===== config.mk =====
export PLATFORM = sky130hd
export DESIGN_NAME = rggen_address_decoder_array_flat
export DESIGN_NICKNAME = d
export VERILOG_FILES = /design/src/rtl/rggen_address_decoder_array_if.sv /design/src/rtl/rggen_address_decoder_array.sv /design/src/flat_wrapper.sv
export SDC_FILE = /design/constraint.sdc
export NUM_CORES = 1
export LEC_CHECK = 0
export ABC_AREA = 1
export BUFFER_PORTS_ARGS = -buffer_cell sky130_fd_sc_hd__buf_4
export CORE_MARGIN = 2
export CORE_UTILIZATION = 50
export CTS_CLUSTER_SIZE = 40
export DETAILED_ROUTE_END_ITERATION = 6
export HOLD_SLACK_MARGIN = 0.12
export PLACE_DENSITY_LB_ADDON = 0.1
export SLEW_MARGIN = 20
export SYNTH_ARGS = -nofsm -noshare
export SYNTH_HDL_FRONTEND = slang
export SYNTH_SLANG_ARGS = --single-unit
export TNS_END_PERCENT = 20

===== constraint.sdc =====
create_clock -name clk -period 2.7 [get_ports clk]
set_input_delay 0.54 -clock clk [delete_from_list [all_inputs] [get_ports clk]]
set_output_delay 0.54 -clock clk [all_outputs]
set_load 0.05 [all_outputs]

===== src/rtl/rggen_address_decoder_array_if.sv =====
`default_nettype none
// ============================================================================
//  Module      : rggen_address_decoder_array_if
//  Description : Bundle of the signals between the host-bus adapter, the
//                address decoder array and the register instances.
//                The host/register side uses the master modport. The
//                decoder uses the slave modport.
//  Revision    : 1.0 - initial release
// ============================================================================
interface rggen_address_decoder_array_if #(
    parameter int REGISTERS          = 4,
    parameter int ADDRESS_WIDTH      = 16,
    parameter int SHADOW_INDEX_WIDTH = 1
);
    logic                          i_request_valid;
    logic                          o_request_ready;
    logic                          i_write;
    logic [ADDRESS_WIDTH-1:0]      i_address;
    logic [SHADOW_INDEX_WIDTH-1:0] i_shadow_index;
    logic [REGISTERS-1:0]          o_select;
    logic                          o_write;
    logic                          i_access_done;
    logic                          o_response_valid;
    logic [1:0]                    o_response_status;
    logic                          i_response_ready;

    // Host adapter and register instances.
    modport master (
        output i_request_valid,
        output i_write,
        output i_address,
        output i_shadow_index,
        output i_access_done,
        output i_response_ready,
        input  o_request_ready,
        input  o_select,
        input  o_write,
        input  o_response_valid,
        input  o_response_status
    );

    // Decoder side.
    modport slave (
        input  i_request_valid,
        input  i_write,
        input  i_address,
        input  i_shadow_index,
        input  i_access_done,
        input  i_response_ready,
        output o_request_ready,
        output o_select,
        output o_write,
        output o_response_valid,
        output o_response_status
    );
endinterface
`default_nettype wire


===== src/rtl/rggen_address_decoder_array.sv =====
`default_nettype none
// ============================================================================
//  Module      : rggen_address_decoder_array
//  Description : Registered multi-register address decoder and access
//                sequencer. It captures one host request and decodes it
//                against REGISTERS address ranges, with an optional shadow
//                index. It then drives a one-hot select until the register
//                completes, and returns a 2-bit status response.
//                Status values: 00 OKAY, 01 ACCESS_ERROR, 10 DECODE_ERROR,
//                11 TIMEOUT.
//  Revision    : 1.0 - initial release
// ============================================================================
module rggen_address_decoder_array #(
    parameter int                                       REGISTERS           = 4,
    parameter int                                       ADDRESS_WIDTH       = 16,
    parameter logic [REGISTERS*ADDRESS_WIDTH-1:0]       START_ADDRESSES     = '0,
    parameter logic [REGISTERS*ADDRESS_WIDTH-1:0]       END_ADDRESSES       = '0,
    parameter logic [REGISTERS-1:0]                     READABLE            = '1,
    parameter logic [REGISTERS-1:0]                     WRITABLE            = '1,
    parameter logic [REGISTERS-1:0]                     USE_SHADOW_INDEX    = '0,
    parameter int                                       SHADOW_INDEX_WIDTH  = 1,
    parameter logic [REGISTERS*SHADOW_INDEX_WIDTH-1:0]  SHADOW_INDEX_VALUES = '0,
    parameter int                                       TIMEOUT_CYCLES      = 16
) (
    input  wire logic                       clk,
    input  wire logic                       rst_n,
    rggen_address_decoder_array_if.slave    bus
);

    // Watchdog counter width. A zero timeout still needs a 1-bit counter.
    localparam int c_CNT_W = (TIMEOUT_CYCLES > 0) ? $clog2(TIMEOUT_CYCLES + 1) : 1;
    localparam logic [c_CNT_W-1:0] c_TIMEOUT_LAST =
        (TIMEOUT_CYCLES > 0) ? c_CNT_W'(TIMEOUT_CYCLES - 1) : '0;

    localparam logic [1:0] c_STATUS_OKAY         = 2'b00;
    localparam logic [1:0] c_STATUS_ACCESS_ERROR = 2'b01;
    localparam logic [1:0] c_STATUS_DECODE_ERROR = 2'b10;
    localparam logic [1:0] c_STATUS_TIMEOUT      = 2'b11;

    typedef enum logic [1:0] {
        IDLE     = 2'd0,
        DECODE   = 2'd1,
        ACCESS   = 2'd2,
        RESPONSE = 2'd3
    } state_t;

    state_t                         r_state;
    logic                           r_request_ready;
    logic                           r_req_write;
    logic [ADDRESS_WIDTH-1:0]       r_req_address;
    logic [SHADOW_INDEX_WIDTH-1:0]  r_req_shadow_index;
    logic [REGISTERS-1:0]           r_select;
    logic                           r_write;
    logic                           r_response_valid;
    logic [1:0]                     r_response_status;
    logic [c_CNT_W-1:0]             r_count;

    logic [REGISTERS-1:0]           w_match;
    logic [REGISTERS-1:0]           w_onehot;
    logic                           w_hit;
    logic                           w_readable;
    logic                           w_writable;
    logic                           w_allowed;
    logic                           w_timeout;

    // Per-register range and shadow-index match on the captured request.
    generate
        for (genvar g = 0; g < REGISTERS; g++) begin : g_match
            localparam logic [ADDRESS_WIDTH-1:0] c_START =
                START_ADDRESSES[g*ADDRESS_WIDTH +: ADDRESS_WIDTH];
            localparam logic [ADDRESS_WIDTH-1:0] c_END =
                END_ADDRESSES[g*ADDRESS_WIDTH +: ADDRESS_WIDTH];
            localparam logic [SHADOW_INDEX_WIDTH-1:0] c_SHADOW =
                SHADOW_INDEX_VALUES[g*SHADOW_INDEX_WIDTH +: SHADOW_INDEX_WIDTH];

            logic w_in_range;
            logic w_shadow_ok;

            assign w_in_range  = (r_req_address >= c_START) && (r_req_address <= c_END);
            assign w_shadow_ok = !USE_SHADOW_INDEX[g] || (r_req_shadow_index == c_SHADOW);
            assign w_match[g]  = w_in_range && w_shadow_ok;
        end
    endgenerate

    // Priority pick: scan from the top so the lowest matching index wins.
    always_comb begin
        w_hit      = 1'b0;
        w_onehot   = '0;
        w_readable = 1'b0;
        w_writable = 1'b0;
        for (int i = REGISTERS - 1; i >= 0; i--) begin
            if (w_match[i]) begin
                w_hit       = 1'b1;
                w_onehot    = '0;
                w_onehot[i] = 1'b1;
                w_readable  = READABLE[i];
                w_writable  = WRITABLE[i];
            end
        end
    end

    assign w_allowed = r_req_write ? w_writable : w_readable;
    assign w_timeout = (TIMEOUT_CYCLES != 0) && (r_count == c_TIMEOUT_LAST);

    // Request/decode/access/response sequencer; every output is registered.
    always_ff @(posedge clk) begin
        if (!rst_n) begin
            r_state            <= IDLE;
            r_request_ready    <= 1'b0;
            r_req_write        <= 1'b0;
            r_req_address      <= '0;
            r_req_shadow_index <= '0;
            r_select           <= '0;
            r_write            <= 1'b0;
            r_response_valid   <= 1'b0;
            r_response_status  <= c_STATUS_OKAY;
            r_count            <= '0;
        end else begin
            case (r_state)
                IDLE: begin
                    if (bus.i_request_valid && r_request_ready) begin
                        r_req_write        <= bus.i_write;
                        r_req_address      <= bus.i_address;
                        r_req_shadow_index <= bus.i_shadow_index;
                        r_request_ready    <= 1'b0;
                        r_state            <= DECODE;
                    end else begin
                        r_request_ready    <= 1'b1;
                    end
                end

                DECODE: begin
                    r_count <= '0;
                    if (!w_hit) begin
                        r_response_valid  <= 1'b1;
                        r_response_status <= c_STATUS_DECODE_ERROR;
                        r_state           <= RESPONSE;
                    end else if (!w_allowed) begin
                        r_response_valid  <= 1'b1;
                        r_response_status <= c_STATUS_ACCESS_ERROR;
                        r_state           <= RESPONSE;
                    end else begin
                        r_select <= w_onehot;
                        r_write  <= r_req_write;
                        r_state  <= ACCESS;
                    end
                end

                ACCESS: begin
                    // Completion takes precedence over an expiring watchdog.
                    if (bus.i_access_done) begin
                        r_select          <= '0;
                        r_write           <= 1'b0;
                        r_response_valid  <= 1'b1;
                        r_response_status <= c_STATUS_OKAY;
                        r_state           <= RESPONSE;
                    end else if (w_timeout) begin
                        r_select          <= '0;
                        r_write           <= 1'b0;
                        r_response_valid  <= 1'b1;
                        r_response_status <= c_STATUS_TIMEOUT;
                        r_state           <= RESPONSE;
                    end else begin
                        r_count <= r_count + 1'b1;
                    end
                end

                RESPONSE: begin
                    if (bus.i_response_ready) begin
                        r_response_valid <= 1'b0;
                        r_request_ready  <= 1'b1;
                        r_count          <= '0;
                        r_state          <= IDLE;
                    end
                end

                default: begin
                    r_state <= IDLE;
                end
            endcase
        end
    end

    assign bus.o_request_ready   = r_request_ready;
    assign bus.o_select          = r_select;
    assign bus.o_write           = r_write;
    assign bus.o_response_valid  = r_response_valid;
    assign bus.o_response_status = r_response_status;

endmodule
`default_nettype wire


===== src/flat_wrapper.sv =====
// flat-port wrapper written by rule: the top's interface ports become plain ports
module rggen_address_decoder_array_flat 
#(
    parameter int                                       REGISTERS           = 4,
    parameter int                                       ADDRESS_WIDTH       = 16,
    parameter logic [REGISTERS*ADDRESS_WIDTH-1:0]       START_ADDRESSES     = '0,
    parameter logic [REGISTERS*ADDRESS_WIDTH-1:0]       END_ADDRESSES       = '0,
    parameter logic [REGISTERS-1:0]                     READABLE            = '1,
    parameter logic [REGISTERS-1:0]                     WRITABLE            = '1,
    parameter logic [REGISTERS-1:0]                     USE_SHADOW_INDEX    = '0,
    parameter int                                       SHADOW_INDEX_WIDTH  = 1,
    parameter logic [REGISTERS*SHADOW_INDEX_WIDTH-1:0]  SHADOW_INDEX_VALUES = '0,
    parameter int                                       TIMEOUT_CYCLES      = 16
)
  (clk, rst_n, bus_i_request_valid, bus_i_write, bus_i_address, bus_i_shadow_index, bus_i_access_done, bus_i_response_ready, bus_o_request_ready, bus_o_select, bus_o_write, bus_o_response_valid, bus_o_response_status);
  rggen_address_decoder_array_if #(.REGISTERS(REGISTERS), .ADDRESS_WIDTH(ADDRESS_WIDTH), .SHADOW_INDEX_WIDTH(SHADOW_INDEX_WIDTH)) bus_i ();
  input  wire logic clk;
  input  wire logic rst_n;
  input wire logic [$bits(bus_i.i_request_valid)-1:0] bus_i_request_valid;
  input wire logic [$bits(bus_i.i_write)-1:0] bus_i_write;
  input wire logic [$bits(bus_i.i_address)-1:0] bus_i_address;
  input wire logic [$bits(bus_i.i_shadow_index)-1:0] bus_i_shadow_index;
  input wire logic [$bits(bus_i.i_access_done)-1:0] bus_i_access_done;
  input wire logic [$bits(bus_i.i_response_ready)-1:0] bus_i_response_ready;
  output wire logic [$bits(bus_i.o_request_ready)-1:0] bus_o_request_ready;
  output wire logic [$bits(bus_i.o_select)-1:0] bus_o_select;
  output wire logic [$bits(bus_i.o_write)-1:0] bus_o_write;
  output wire logic [$bits(bus_i.o_response_valid)-1:0] bus_o_response_valid;
  output wire logic [$bits(bus_i.o_response_status)-1:0] bus_o_response_status;
  assign bus_i.i_request_valid = bus_i_request_valid;
  assign bus_i.i_write = bus_i_write;
  assign bus_i.i_address = bus_i_address;
  assign bus_i.i_shadow_index = bus_i_shadow_index;
  assign bus_i.i_access_done = bus_i_access_done;
  assign bus_i.i_response_ready = bus_i_response_ready;
  assign bus_o_request_ready = bus_i.o_request_ready;
  assign bus_o_select = bus_i.o_select;
  assign bus_o_write = bus_i.o_write;
  assign bus_o_response_valid = bus_i.o_response_valid;
  assign bus_o_response_status = bus_i.o_response_status;
  rggen_address_decoder_array #(.REGISTERS(REGISTERS), .ADDRESS_WIDTH(ADDRESS_WIDTH), .START_ADDRESSES(START_ADDRESSES), .END_ADDRESSES(END_ADDRESSES), .READABLE(READABLE), .WRITABLE(WRITABLE), .USE_SHADOW_INDEX(USE_SHADOW_INDEX), .SHADOW_INDEX_WIDTH(SHADOW_INDEX_WIDTH), .SHADOW_INDEX_VALUES(SHADOW_INDEX_VALUES), .TIMEOUT_CYCLES(TIMEOUT_CYCLES)) u_core (.clk(clk), .rst_n(rst_n), .bus(bus_i));
endmodule

## Word level (Yosys, flattened, before mapping)

Cells that the tools add are included.

- Output and inout bits: 9
- Input port bits: 23
- Flip-flop bits (word level): 33
- Word-level logic and storage cells: 67

- Reduce and logical (&&, ||, !) cells: 13
- $add $sub $neg: 1
- Equal/unequal tests: 11
- Multiplexer cells: 31
- $lt $le $gt $ge: 2

Operator list:

| operator | number |
|---|---|
| 16-bit by 1-bit greater-or-equal comparator with 1-bit output, second input constant | 1 |
| 16-bit by 1-bit <= comparator with 1-bit output, second input constant | 1 |
| 5-bit two-way mux | 3 |
| 5-bit case mux with 3 select lines | 1 |
| 1-bit two-way mux | 12 |
| 2-bit two-way mux | 6 |
| 4-bit two-way mux | 3 |
| 3-bit AND reduction | 3 |
| 2-bit inequality test, second input constant | 4 |
| 2-bit case mux with 4 select lines | 1 |
| 4-bit case mux with 2 select lines | 1 |
| 4-bit AND reduction | 2 |
| 5-bit by 1-bit adder with 5-bit output, second input constant | 1 |
| 5-bit by 4-bit equality test with 1-bit output, second input constant | 1 |
| 2-bit equality test, second input constant | 2 |
| 2-bit by 1-bit inequality test with 1-bit output, second input constant | 2 |
| 1-bit case mux with 2 select lines | 2 |
| 2-bit case mux with 2 select lines | 1 |
| 2-bit AND reduction | 2 |
| 2-bit nonzero test | 2 |
| 3-bit by 2-bit inequality test with 1-bit output, second input constant | 1 |
| 1-bit case mux with 3 select lines | 1 |
| 3-bit nonzero test | 1 |
| 2-bit by 1-bit equality test with 1-bit output, second input constant | 1 |
| 2 further kinds | 3 |

## Depth between registers and ports, before layout

- Depth in word-level cells: 5
- Gate-level depth with buffers: 11
- Gate-level depth less buffers: 11

## Worst setup path after synthesis

Ideal clock, no wire load.

- Kind: flip-flop to flip-flop
- Start: register u_core.r_count[0]
- End: register u_core.r_state[1]
- Required time: 2.581 ns
- Period minus slack after synthesis: 1.519 ns
- Arrival time: 1.400 ns
- Path slack: 1.181 ns
- Stages on the path, launching flop included: 11
- Buffers on the path: 0
- Cells stage by stage: dfxtp_1 > ha_1 > inv_1 > nor2_1 > ha_1 > inv_1 > nand2_2 > nand2_2 > or2_4 > o21ai_0 > a21oi_1

- Word-level cells in the longest chain between the ends: 3

Ends and longest elaborated chain:

| what | RTL line | source |
|---|---|---|
| start, declared | rggen_address_decoder_array.sv:56 | `logic [c_CNT_W-1:0] r_count;` |
| start signal, assigned | rggen_address_decoder_array.sv:164 | `r_count <= r_count + 1'b1;` |
| 5-bit by 4-bit equality test with 1-bit output | rggen_address_decoder_array.sv:103 | `assign w_timeout = (TIMEOUT_CYCLES != 0) && (r_count == c_TIMEOUT_LAST);` |
| 3-bit by 2-bit inequality test with 1-bit output (no source line) | n/a |  |
| 3-bit AND reduction (no source line) | n/a |  |
| end signal, assigned | rggen_address_decoder_array.sv:108 | `r_state <= IDLE;` |
| end signal, assigned | rggen_address_decoder_array.sv:126 | `r_state <= DECODE;` |
| end signal, assigned | rggen_address_decoder_array.sv:137 | `r_state <= RESPONSE;` |
| end, declared | rggen_address_decoder_array.sv:47 | `state_t r_state;` |

No other way between the ends.
A chain may end at the register's enable or synchronous reset.

## Final worst setup path

Same ends and word-level chain as after synthesis.

==> out/qor.txt <==
Area delta synth->final -> 19.7%
Synth Area in Adders -> 0.0541
Critical Path, Cell by Cell -> ha_1 > inv_1 > nor2_1 > ha_1 > inv_1 > nand2_2 > nand2_2 > or2_4 > o21ai_0 > a21oi_1
Fraction of registers with async set/reset -> 0
Startpoint Class -> register
Worst vdd ir -> 596 uV
Synth unique cells -> 21
# setup viols final -> 0
Final antenna-violating net count -> 0
CTS Buf Count -> 5
Antenna Cells -> 0
Hold Crit Endpoint -> u_core.r_req_address[13]$_SDFFE_PN0P_
Clock Skew -> 0.0121 ns
Gr usage total -> 0.176
DIE AREA -> 3210 um2
Vias in the first global route -> 1,036
CTS max path bufs -> 2
Worst R2R Path Depth -> 10
Avg WL per Cell -> 10.1 um
Rows -> 19
Post CTS Setup Buffer Count -> 0
PnR worst setup slack -> 0.979 ns
# clock sinks -> 30
Cell area after synthesis -> 1390 um2
Post-CTS sizing -> 0
Initial antenna violation count -> 0
Min Clock Period, post-route -> 1.72 ns
CP Capture Type -> register
H-Tree Depth -> 2
Met1 usage -> 0.189
Worst r2r src -> u_core.r_count[0]$_SDFFE_PN0P_
CP peak stage delay -> 0.39 ns
WL final -> 2550 um
Post-synthesis mux area share -> 0
Synth warnings -> 0
Hold-fix buffers at CTS -> 0
Placer Congestion -> 0.772
RSZ-0062 raised after global routing -> no
Reg2Reg Capture Point -> u_core.r_state[1]$_SDFFE_PN0P_
Sequential area share after synthesis -> 0.433
Worst path required time -> 2.91 ns
Worst Setup SP -> u_core.r_count[0]$_SDFFE_PN0P_
Hold Path Class -> reg2reg
Fin. Hold Viols -> 0
First-pass iteration count of the detailed router -> 4
I/O pin total -> 32
Setup Crit Path Kind -> reg2reg
Status -> finished clean
Root buffer cell -> clkbuf_4
Mapped Cells -> 192
Die width -> 56.7 um
Tcrit/Tclk final -> 0.638
Die Ht -> 56.7 um
Top Usage Layer GRT -> met2
Synth Area in Simple Gates -> 0.182
Nets -> 250
CP max stage cell -> dfxtp_1
Maxcap violations -> 0
Initial Util -> 0.517
Xor-xnor portion of the synthesized cell area -> 0.00631
Drt drc -> 0
Mapped Avg Cell Area -> 7.23 um2
Via density -> 4.87
Core footprint -> 2690 um2
CTS clock-pin slew for the worst setup and hold paths -> 0.10 ns
Setup TNS -> 0 ns
EDFF count, synth -> 0
# port buffers -> 27
Compound-Gate Fraction of Synth Area -> 0.197
Met2 Use GR -> 0.306
Initial drt markers -> 25
Largest family of logic cells by synthesized area -> compound AO/OA/AOI/OAI gates
GRT overflow -> 0
Hold path cells -> 2
R2r setup slk -> 0.98 ns
DR vias -> 1,231
Max-slew violations -> 0
Clock Latency Late Sink -> 0.32 ns
FF+latch count, synth -> 30
HPWL Detailed -> 1900 um
Maximum clock rate -> 581 MHz
Power Density -> 939 nW/um2
HP Start -> u_core.r_req_address[13]$_SDFFE_PN0P_
CTS tree -> built
Share of cells above drive strength 1 -> 0.189
Lkg Pwr -> 0.729 nW
Crit path DAT -> 1.93 ns
Largest net degree at the start of global routing -> 35
Met3 usage -> 0.0691
Main synth FF type -> dfxtp_1
Pre-CTS WS -> 1.02 ns
Final hold slack -> 0.446 ns
First-pass GRT wire length -> 4320 um
CP Max Fanout -> 5
-- area by class of cell --
class	instances	area (um2)
sequential	30	601
tap	31	38.8
timing repair buffer	28	210
multi-input combinational	121	621
inverter	35	131
clock buffer	7	55.1
clock inverter	1	5.00
fill	281	1020
-- stage by stage --
stage	utilization	cell area [um2]	total power, W	instances
finish	0.619	1660	0.00156	253
global route	0.619	1660	0.00169	253
CTS	0.619	1660	0.00157	253
detailed placement	0.596	1600	0.00130	245
global placement	0.596	1600	0.00127	245
floorplan	-	1400	0.00113	194
-- synthesized netlist by cell type (2+ instances only) --
| master | number | area [um2] |
|---|---|---|
| nor2_1 | 18 | 67.6 |
| nand3_1 | 6 | 30.0 |
| nor3_1 | 3 | 15.0 |
| a21oi_1 | 29 | 145 |
| ha_1 | 6 | 75.1 |
| inv_1 | 34 | 128 |
| clkbuf_1 | 4 | 15.0 |
| o21ai_0 | 23 | 115 |
| buf_4 | 3 | 22.5 |
| nand2_1 | 25 | 93.8 |
| nand2_2 | 2 | 12.5 |
| dfxtp_1 | 30 | 601 |
-- cell families (layout without fill, tap and decap cells) --
logic type / after synthesis / count (layout)
compound gates: 53 / 53
xor+xnor: 1 / 1
fa+ha+maj: 6 / 6
buf+inv: 43 / 71
flops: 30 / 30
other cells: 1 / 3
simple gates: 58 / 58
-- worst max-delay path, delay by kind of cell, from the launching register on --
kind	cells	cell delay, ns
compound gates	2	0.21
fa+ha+maj	2	0.37
buf+inv	2	0.11
flops	1	0.39
simple gates	4	0.52
-- routing by layer --
layer,share of wire,wire length [um],vias up
met5,0,0,-
met2,0.47,1190,34
met3,0.064,163,7
met1,0.45,1140,528
li1,-,-,662
met4,0.021,53,0
-- flip-flops by register name, indices dropped and copies added, names as in the netlist --
register	cells
u_core.r_req_address	16
u_core.bus.o_response_status	2
u_core.bus.o_select	1
u_core.bus.o_request_ready	1
u_core.bus.o_response_valid	1
u_core.r_req_write	1
u_core.r_state	2
u_core.r_count	5
u_core.bus.o_write	1
-- worst max-delay path by stage --
stage	to	slack, ns	depth (start not counted)
detailed placement	u_core.r_state[1]$_SDFFE_PN0P_	1.02	10
global placement	u_core.r_state[1]$_SDFFE_PN0P_	1.08	10
CTS	u_core.r_state[0]$_SDFFE_PN0P_	0.98	9
finish	u_core.r_state[1]$_SDFFE_PN0P_	0.98	10
global route	u_core.r_count[3]$_SDFFE_PN0P_	0.83	10
floorplan	u_core.r_state[1]$_SDFFE_PN0P_	1.18	10
-- layout by cell type, fill, tap and decap left out, drive strengths merged --
cell and n:
a211oi 1, a21oi 29, buf 28, clkbuf 7, clkinv 1, conb 3, dfxtp 30, ha 6
inv 35, nand2 27, nand3 6, nand4 2, nor2 19, nor3 3, o21ai 23, or2 1
xor2 1
-- power breakdown --
part | switching (W) | internal (W)
sequential | 0.0000596 | 0.000555
combinational | 0.000437 | 0.000235
clock | 0.000148 | 0.000126
total | 0.000645 | 0.000916
No activity file was read; power rests on OpenSTA's default activity.
